<file path="src/rtl/gnn_pkg.sv">
// Shared GNN constants and the output-serializer state encoding.
// Used by both the GNN datapath and the result serializer.
package gnn_pkg;

    localparam int OUTPUT_SIZE = 21;
    localparam int NUM_WORDS   = 8;
    localparam int IDX_W       = 3;

    typedef enum logic [1:0] {
        IDLE    = 2'd0,
        COLLECT = 2'd1,
        SEND    = 2'd2
    } ser_state_t;

endpackage

</file>
<file path="src/rtl/gnn_out_serializer.sv">
// Collects the eight layer-2 result words as their ready flags arrive, then
// streams them out in index order (2*node + out) over a valid/ready handshake.
module gnn_out_serializer #(
    parameter int OUTPUT_SIZE = gnn_pkg::OUTPUT_SIZE,
    parameter int NUM_WORDS   = gnn_pkg::NUM_WORDS
) (
    input  logic                   clk,
    input  logic                   rst,
    input  logic [OUTPUT_SIZE-1:0] out0_node0,
    input  logic [OUTPUT_SIZE-1:0] out1_node0,
    input  logic [OUTPUT_SIZE-1:0] out0_node1,
    input  logic [OUTPUT_SIZE-1:0] out1_node1,
    input  logic [OUTPUT_SIZE-1:0] out0_node2,
    input  logic [OUTPUT_SIZE-1:0] out1_node2,
    input  logic [OUTPUT_SIZE-1:0] out0_node3,
    input  logic [OUTPUT_SIZE-1:0] out1_node3,
    input  logic                   out10_ready_node0,
    input  logic                   out11_ready_node0,
    input  logic                   out10_ready_node1,
    input  logic                   out11_ready_node1,
    input  logic                   out10_ready_node2,
    input  logic                   out11_ready_node2,
    input  logic                   out10_ready_node3,
    input  logic                   out11_ready_node3,
    output logic [OUTPUT_SIZE-1:0] dout,
    output logic                   dout_valid,
    input  logic                   dout_ready,
    output logic [2:0]             dout_idx,
    output logic                   dout_last,
    output logic                   busy,
    output logic                   overrun
);

    gnn_pkg::ser_state_t state, state_nxt;

    logic [NUM_WORDS-1:0]   rdy;
    logic [NUM_WORDS-1:0]   mask, mask_nxt;
    logic [NUM_WORDS-1:0]   cap;
    logic                   xfer;
    logic [OUTPUT_SIZE-1:0] word_in [NUM_WORDS];
    logic [OUTPUT_SIZE-1:0] hold    [NUM_WORDS];

    assign rdy = {out11_ready_node3, out10_ready_node3, out11_ready_node2, out10_ready_node2,
                  out11_ready_node1, out10_ready_node1, out11_ready_node0, out10_ready_node0};

    assign word_in[0] = out0_node0;
    assign word_in[1] = out1_node0;
    assign word_in[2] = out0_node1;
    assign word_in[3] = out1_node1;
    assign word_in[4] = out0_node2;
    assign word_in[5] = out1_node2;
    assign word_in[6] = out0_node3;
    assign word_in[7] = out1_node3;

    always_comb begin
        // NOTE: every signal gets a default before the case so no path leaves it unassigned (no latch).
        state_nxt = state;
        mask_nxt  = mask;
        cap       = '0;
        xfer      = 1'b0;
        unique case (state)
            gnn_pkg::IDLE, gnn_pkg::COLLECT: begin
                cap      = rdy & ~mask;
                mask_nxt = mask | cap;
                if (&mask_nxt)
                    state_nxt = gnn_pkg::SEND;
                else if (|mask_nxt)
                    state_nxt = gnn_pkg::COLLECT;
            end
            gnn_pkg::SEND: begin
                xfer = dout_valid & dout_ready;
                if (xfer && dout_idx == 3'd7) begin
                    state_nxt = gnn_pkg::IDLE;
                    mask_nxt  = '0;
                end
            end
            default: state_nxt = gnn_pkg::IDLE;
        endcase
    end

    always_ff @(posedge clk or posedge rst) begin
        if (rst) begin
            state      <= gnn_pkg::IDLE;
            mask       <= '0;
            dout_valid <= 1'b0;
            dout_idx   <= '0;
            dout_last  <= 1'b0;
            busy       <= 1'b0;
            overrun    <= 1'b0;
            // NOTE: the holding registers are reset on purpose so dout reads zero under reset.
            for (int i = 0; i < NUM_WORDS; i++)
                hold[i] <= '0;
        end else begin
            // NOTE: non-blocking assignments so every register samples pre-edge values.
            state <= state_nxt;
            mask  <= mask_nxt;
            busy  <= (state_nxt != gnn_pkg::IDLE);
            for (int i = 0; i < NUM_WORDS; i++)
                if (cap[i])
                    hold[i] <= word_in[i];

            if (state != gnn_pkg::SEND && state_nxt == gnn_pkg::SEND) begin
                dout_valid <= 1'b1;
                dout_idx   <= '0;
                dout_last  <= 1'b0;
            end else if (xfer) begin
                if (dout_idx == 3'd7) begin
                    dout_valid <= 1'b0;
                    dout_idx   <= '0;
                    dout_last  <= 1'b0;
                end else begin
                    dout_idx  <= dout_idx + 3'd1;
                    dout_last <= (dout_idx == 3'd6);
                end
            end

            // Flags arriving while streaming are dropped; remember that it happened.
            if (state == gnn_pkg::SEND && |rdy)
                overrun <= 1'b1;
        end
    end

    assign dout = dout_valid ? hold[dout_idx] : '0;

endmodule

</file>
<file path="config.mk">
export PLATFORM = sky130hd
export DESIGN_NAME = gnn_out_serializer
export DESIGN_NICKNAME = d
export VERILOG_FILES = /design/src/rtl/gnn_pkg.sv /design/src/rtl/gnn_out_serializer.sv
export SDC_FILE = /design/constraint.sdc
export NUM_CORES = 1
export LEC_CHECK = 0
export ABC_AREA = 1
export BUFFER_PORTS_ARGS = -buffer_cell sky130_fd_sc_hd__buf_2
export CORE_ASPECT_RATIO = 2
export CORE_MARGIN = 1.5
export CORE_UTILIZATION = 61
export CTS_BUF_LIST = sky130_fd_sc_hd__clkbuf_8
export DETAILED_ROUTE_END_ITERATION = 7
export PLACE_DENSITY = 0.89
export SLEW_MARGIN = 5
export SYNTH_ARGS = -nofsm -noshare
export SYNTH_HDL_FRONTEND = slang
export SYNTH_SLANG_ARGS = --single-unit
</file>
<file path="constraint.sdc">
create_clock -name clk -period 17.4 [get_ports clk]
set_input_delay 1.74 -clock clk [delete_from_list [all_inputs] [get_ports clk]]
set_output_delay 1.74 -clock clk [all_outputs]
set_load 0.03 [all_outputs]
</file>
---- Word level (Yosys, flattened, before mapping) ----
Cells that the tools add are included.
word-level totals
  bits in registers ....................... 185
  bits of input ports ..................... 179
  output and inout bits ................... 28
  word-level logic and storage cells ...... 64
cells by class
  add/subtract/negate cells ............... 1
  $lt $le $gt $ge ......................... 1
  equality and inequality tests ........... 7
  multiplexer cells ....................... 21
  bitwise operators ....................... 5
  reductions and logical operators ........ 14
operators with widths
  kind                                                             number
  21-bit binary-select mux with 3-bit select                       1
  21-bit two-way mux                                               3
  8-bit two-way mux                                                2
  8-bit one-hot mux with 2 select lines                            1
  8-bit OR reduction                                               2
  3-bit two-way mux                                                3
  8-bit AND                                                        1
  8-bit inverter                                                   1
  8-bit bitwise OR                                                 1
  8-bit AND reduction                                              1
  2-bit nonzero test                                               4
  1-bit two-way mux                                                7
  3-bit == test, second input constant                             2
  2-bit two-way mux                                                3
  2-bit == test, second input constant                             2
  4-bit >= comparator, second input constant                       1
  2-bit inequality test, second input constant                     2
  3-bit inverter with 4-bit output                                 1
  2-bit one-hot mux with 2 select lines                            1
  2-bit AND reduction                                              2
  3-bit by 1-bit adder with 3-bit output, second input constant    1
  1-bit logical AND                                                3
  2-bit by 1-bit == test with 1-bit output, second input constant  1
  2-bit logical NOT                                                1
  2 further kinds                                                  2

---- Logic depth before layout (Yosys ltp) ----
  word-level depth ........................ 11
  depth in mapped cells ................... 8
  gate-level depth less buffers ........... 8

---- Least setup slack after synthesis ----
Ideal clock, no wire load.
  path kind ............................... reg-to-output
  from .................................... register dout_idx[1]
  to ...................................... output port dout[11]
  arrival time ............................ 1710 ps
  required time ........................... 15660 ps
  path slack .............................. 13950 ps
  stages on the path, launching flop included .. 7
  buffers on the path ..................... 2
  path through ............................ dfrtp_1 > buf_2 > clkbuf_1 > o21ai_0 > o21ai_0 > nor2_1 > nor2_1
on the way
  longest elaborated chain between the ends .. 5
ends and longest elaborated chain
  element                                                 line                       RTL
  from (decl)                                             gnn_out_serializer.sv:28   output logic [2:0] dout_idx,
  from (signal assigned)                                  gnn_out_serializer.sv:112  dout_idx <= dout_idx + 3'd1;
  3-bit inverter with 4-bit output (implied by the code)  gnn_out_serializer.sv:123  assign dout = dout_valid ? hold[dout_idx] : '0;
  21-bit binary-select mux with 3-bit select              gnn_out_serializer.sv:123
  21-bit two-way mux (implied by the code) (2 in a row)   gnn_out_serializer.sv:123
  21-bit two-way mux                                      gnn_out_serializer.sv:123
  to (decl)                                               gnn_out_serializer.sv:25   output logic [OUTPUT_SIZE-1:0] dout,
No other way between the ends. The select of a mux whose other input is x is not followed.

---- Final worst setup path ----
  from .................................... register dout_idx[0]
  to ...................................... output port dout[7]
Same word-level chain as after synthesis.

==> summary.md <==
| Metric | Value |
|---|---|
| Status | `finished clean` |
| FF+latch count, synth | `between 150 and 200` |
| Slew @ Worst Pin | `1.14 ns` |
| Initial DRC count | `between 300 and 400` |
| I/O Buffers | `206` |
| Yosys warning total | `0` |
| Clock buffer depth | `2` |
| Critical setup path kind | `reg2out` |
| Die area | `around 16,000 um^2` |
| Post-CTS Setup Inserts | `0` |
| Nets | `1,231` |
| Max transition margin | `23.8%` |
| GRT Total Usage | `30.7%` |
| Post-Layout Cell Count | `approximately 1,300` |
| Area delta synth->final | `15.5%` |
| Combinational Power Share | `under 10%` |
| CTS Buf Count | `17` |
| Die H | `176 um` |
| PwrDens | `72.4 nW/um^2` |
| Leak | `around 5.6 nW` |
| RSZ-0062 raised after global routing | `false` |
| Sw Ratio | `24.5%` |
| First-pass GRT wire length | `36,200 um` |
| Fin crit share | `25.9%` |
| Reg-to-Reg End | `hold[20]` |
| Layout cell share with drive strength beyond 1 | `between 30% and 40%` |
| CTS tree | `done` |
| Largest net degree at the start of global routing | `112` |
| Post-CTS Resized | `0` |
| Placed inst area | `between 10,000 and 15,000 um^2` |
| I/O pin cnt | `207` |
| CTS root buf | `clkbuf_8` |
| Seq pwr share | `56.6%` |
| Initial antenna violation count | `2` |
| Slew Limit Fails | `0` |
| F_max | `about 220 MHz` |
| Register area share after synthesis | `51.0%` |
| CP max FO | `around 110` |
| Clock-pin slew on the worst setup and hold paths | `0.09 ns` |
| Crit path top cell by count | `nor2_1` |
| Setup violators final | `0` |
| Worst setup SP type | `flip-flop` |
| Core area | `14,400 um^2` |
| Skew final | `0.0144 ns` |
| Yosys cell types | `25` |
| Slack of the worst reg-to-reg path | `15.06 ns` |
| Final instance area | `10,500 um^2` |
| Top Family by Delay on Critical Path | `buffers and inverters` |
| Reg2reg start | `state[1]` |
| CTS H-tree lvls | `4` |
| WP data arrival | `2.77 ns` |
| Chip width | `89.3 um` |
| Mapped Cells | `874` |
| Crit-path cells | `buf_4, nor2_1, nor2_1, o21ai_0, o21ai_0, nor2_1, nor2_1, buf_2` |
| Hold Path Class | `reg2reg` |
| Clk pwr share | `approximately two fifths` |
| Post-cts hold buffer count | `0` |
| Vias/cell | `~5.7` |
| ANT nets after route | `0` |
| Dpl cells | `1,222` |
| Slowest CP cell | `buf_4` |
| P_int | `between 0.5 and 0.6 mW` |
| # rows | `62` |
| Buf+Inv Stages, Crit Path | `2` |
| Avg Cell Area, Syn | `10.4 um^2` |
| Min cycle time layout | `around 4.5 ns` |
| GR met3 Demand/Resource | `4.28%` |
| Via count | `7,115` |
| Utilization after layout | `72.7%` |
| Net Sw Power | `0.186 mW` |
| Post-synth top area share | `51.0%` |
| Max incr delay on CP | `0.83 ns` |
| Worst Path Required | `~16 ns` |
| Total grt overflow | `0` |
| HPWL Detailed | `15,900 um` |
| Cell taking the most area after synthesis | `dfrtp_1` |
| Clock latency on the worst-skew pair | `about 0.47 ns` |
| M1 GR Usage | `38.5%` |
| WL per Instance | `around 18 um` |
| Drt first pass iters | `6` |
| Routability cong. | `0.920` |
| Drt drc | `0` |
| Busiest layer in global routing | `met2` |
| Setup TNS | `0 ns` |
| DRT Wirelength | `between 20,000 and 25,000 um` |
| Final Hold Vio Count | `0` |
| Vias in the first global route | `7,194` |
| Worst IR drop on VDD | `0.0594 mV` |
| Worst setup EP type | `primary output` |
| Synth area leaders | `dfrtp_1 51%, mux2_4 13%, mux2_2 7.9%` |
| Hold Path End | `overrun` |
| Worst hold path depth | `2` |
| Cell Area, Synth | `9080 um^2` |
| Initial Util | `62.9%` |
| Met2 GRT Util | `just over 50%` |
| Max-cap violations | `0` |
| Syn nets | `around 1,100` |
| Num Clock Sinks | `~190` |
| Reg2Reg Depth | `3` |
| Min-delay src | `overrun` |
[area by class of cell]
class / count / area, um^2
antenna: 3 / 7.51
multi-input combinational: 584 / 3940
inverter: 51 / 199
sequential: 185 / 4640
timing repair buffer: 210 / 1060
clock inverter: 13 / 145
tap: 192 / 240
clock buffer: 19 / 262
fill: 1037 / 3940
[per-layer routing]
layer	wire length, um	vias to the layer above
met4	879	0
li1	-	3264
met2	12000	302
met1	9200	3500
met3	1110	49
met5	0	-
[state kept, by name, indices dropped and copies added, names as in the netlist]
| signal | flops |
|---|---|
| busy | 1 |
| dout_idx | 3 |
| state | 2 |
| overrun | 1 |
| mask | 8 |
| hold | 168 |
| dout_valid | 1 |
| dout_last | 1 |
[worst min-delay path, stage by stage, from the launching register on]
cell and delay [ns]:
dfrtp_1 0.36, inv_1 0.04, nand2_1 0.05
[placed cells by master (no fill, tap or decap), types with 6 or more instances in the layout]
cell type  count
mux2_4        80
mux2_2        64
dfrtp_1      182
a21oi_1       46
buf_2        206
inv_6          7
nor2_1       183
o21ai_0      104
nand2_1       54
nand3_1       29
clkbuf_8      19
o22ai_1        6
inv_1         48
[stage by stage]
stage | setup WS, ns | power [mW] | hold WS, ns
floorplan | 10.63 | 0.446 | 0.474
global placement | 13.49 | 0.471 | 0.445
detailed placement | 13.47 | 0.471 | 0.459
CTS | 12.92 | 0.763 | 0.480
global route | 12.72 | 0.783 | 0.514
finish | 12.89 | 0.759 | 0.478
[kinds of logic after synthesis]
family | share of synthesized area (%)
and+or+nand+nor | 12.7
buffers and inverters | 5.66
muxes | 21.2
DFF | 51.0
AOI/OAI and AO/OA | 9.01
adders and majority gates | 0.413
[worst max-delay path by stage]
stage	startpoint	end	slack, ns	depth (start not counted)
6_report	dout_idx[0]	dout[7]	12.89	8
2_1_floorplan	rst	busy	10.63	1
3_5_place_dp	rst	hold[15]	13.47	4
4_1_cts	dout_idx[0]	dout[7]	12.92	8
3_3_place_gp	rst	hold[15]	13.49	4
5_1_grt	dout_idx[0]	dout[1]	12.72	8
[power by group through the flow]
stage                     registers [mW]  clock network, mW  logic [mW]
after global routing               0.430              0.317      0.0365
after global placement             0.438                  0      0.0333
final                              0.430              0.296      0.0332
after floorplan                    0.438                  0     0.00735
after detailed placement           0.438                  0      0.0334
after CTS                          0.430              0.300      0.0336
[synthesized netlist by cell type]
cell type	instances
clkbuf_1	18
o21ai_1	3
buf_4	1
nand2_1	54
buf_1	1
buf_6	9
ha_1	3
buf_12	1
a21oi_1	46
mux2_2	64
o211ai_1	2
o21ai_0	104
nor2_2	1
nand3_4	4
nand3_2	4
mux2_4	80
dfrtp_1	185
nand4_1	1
nand3_1	29
inv_1	49
inv_4	1
clkinv_1	1
nor2_1	183
o22ai_1	6
buf_2	24
(Power assumes the default switching activity.)
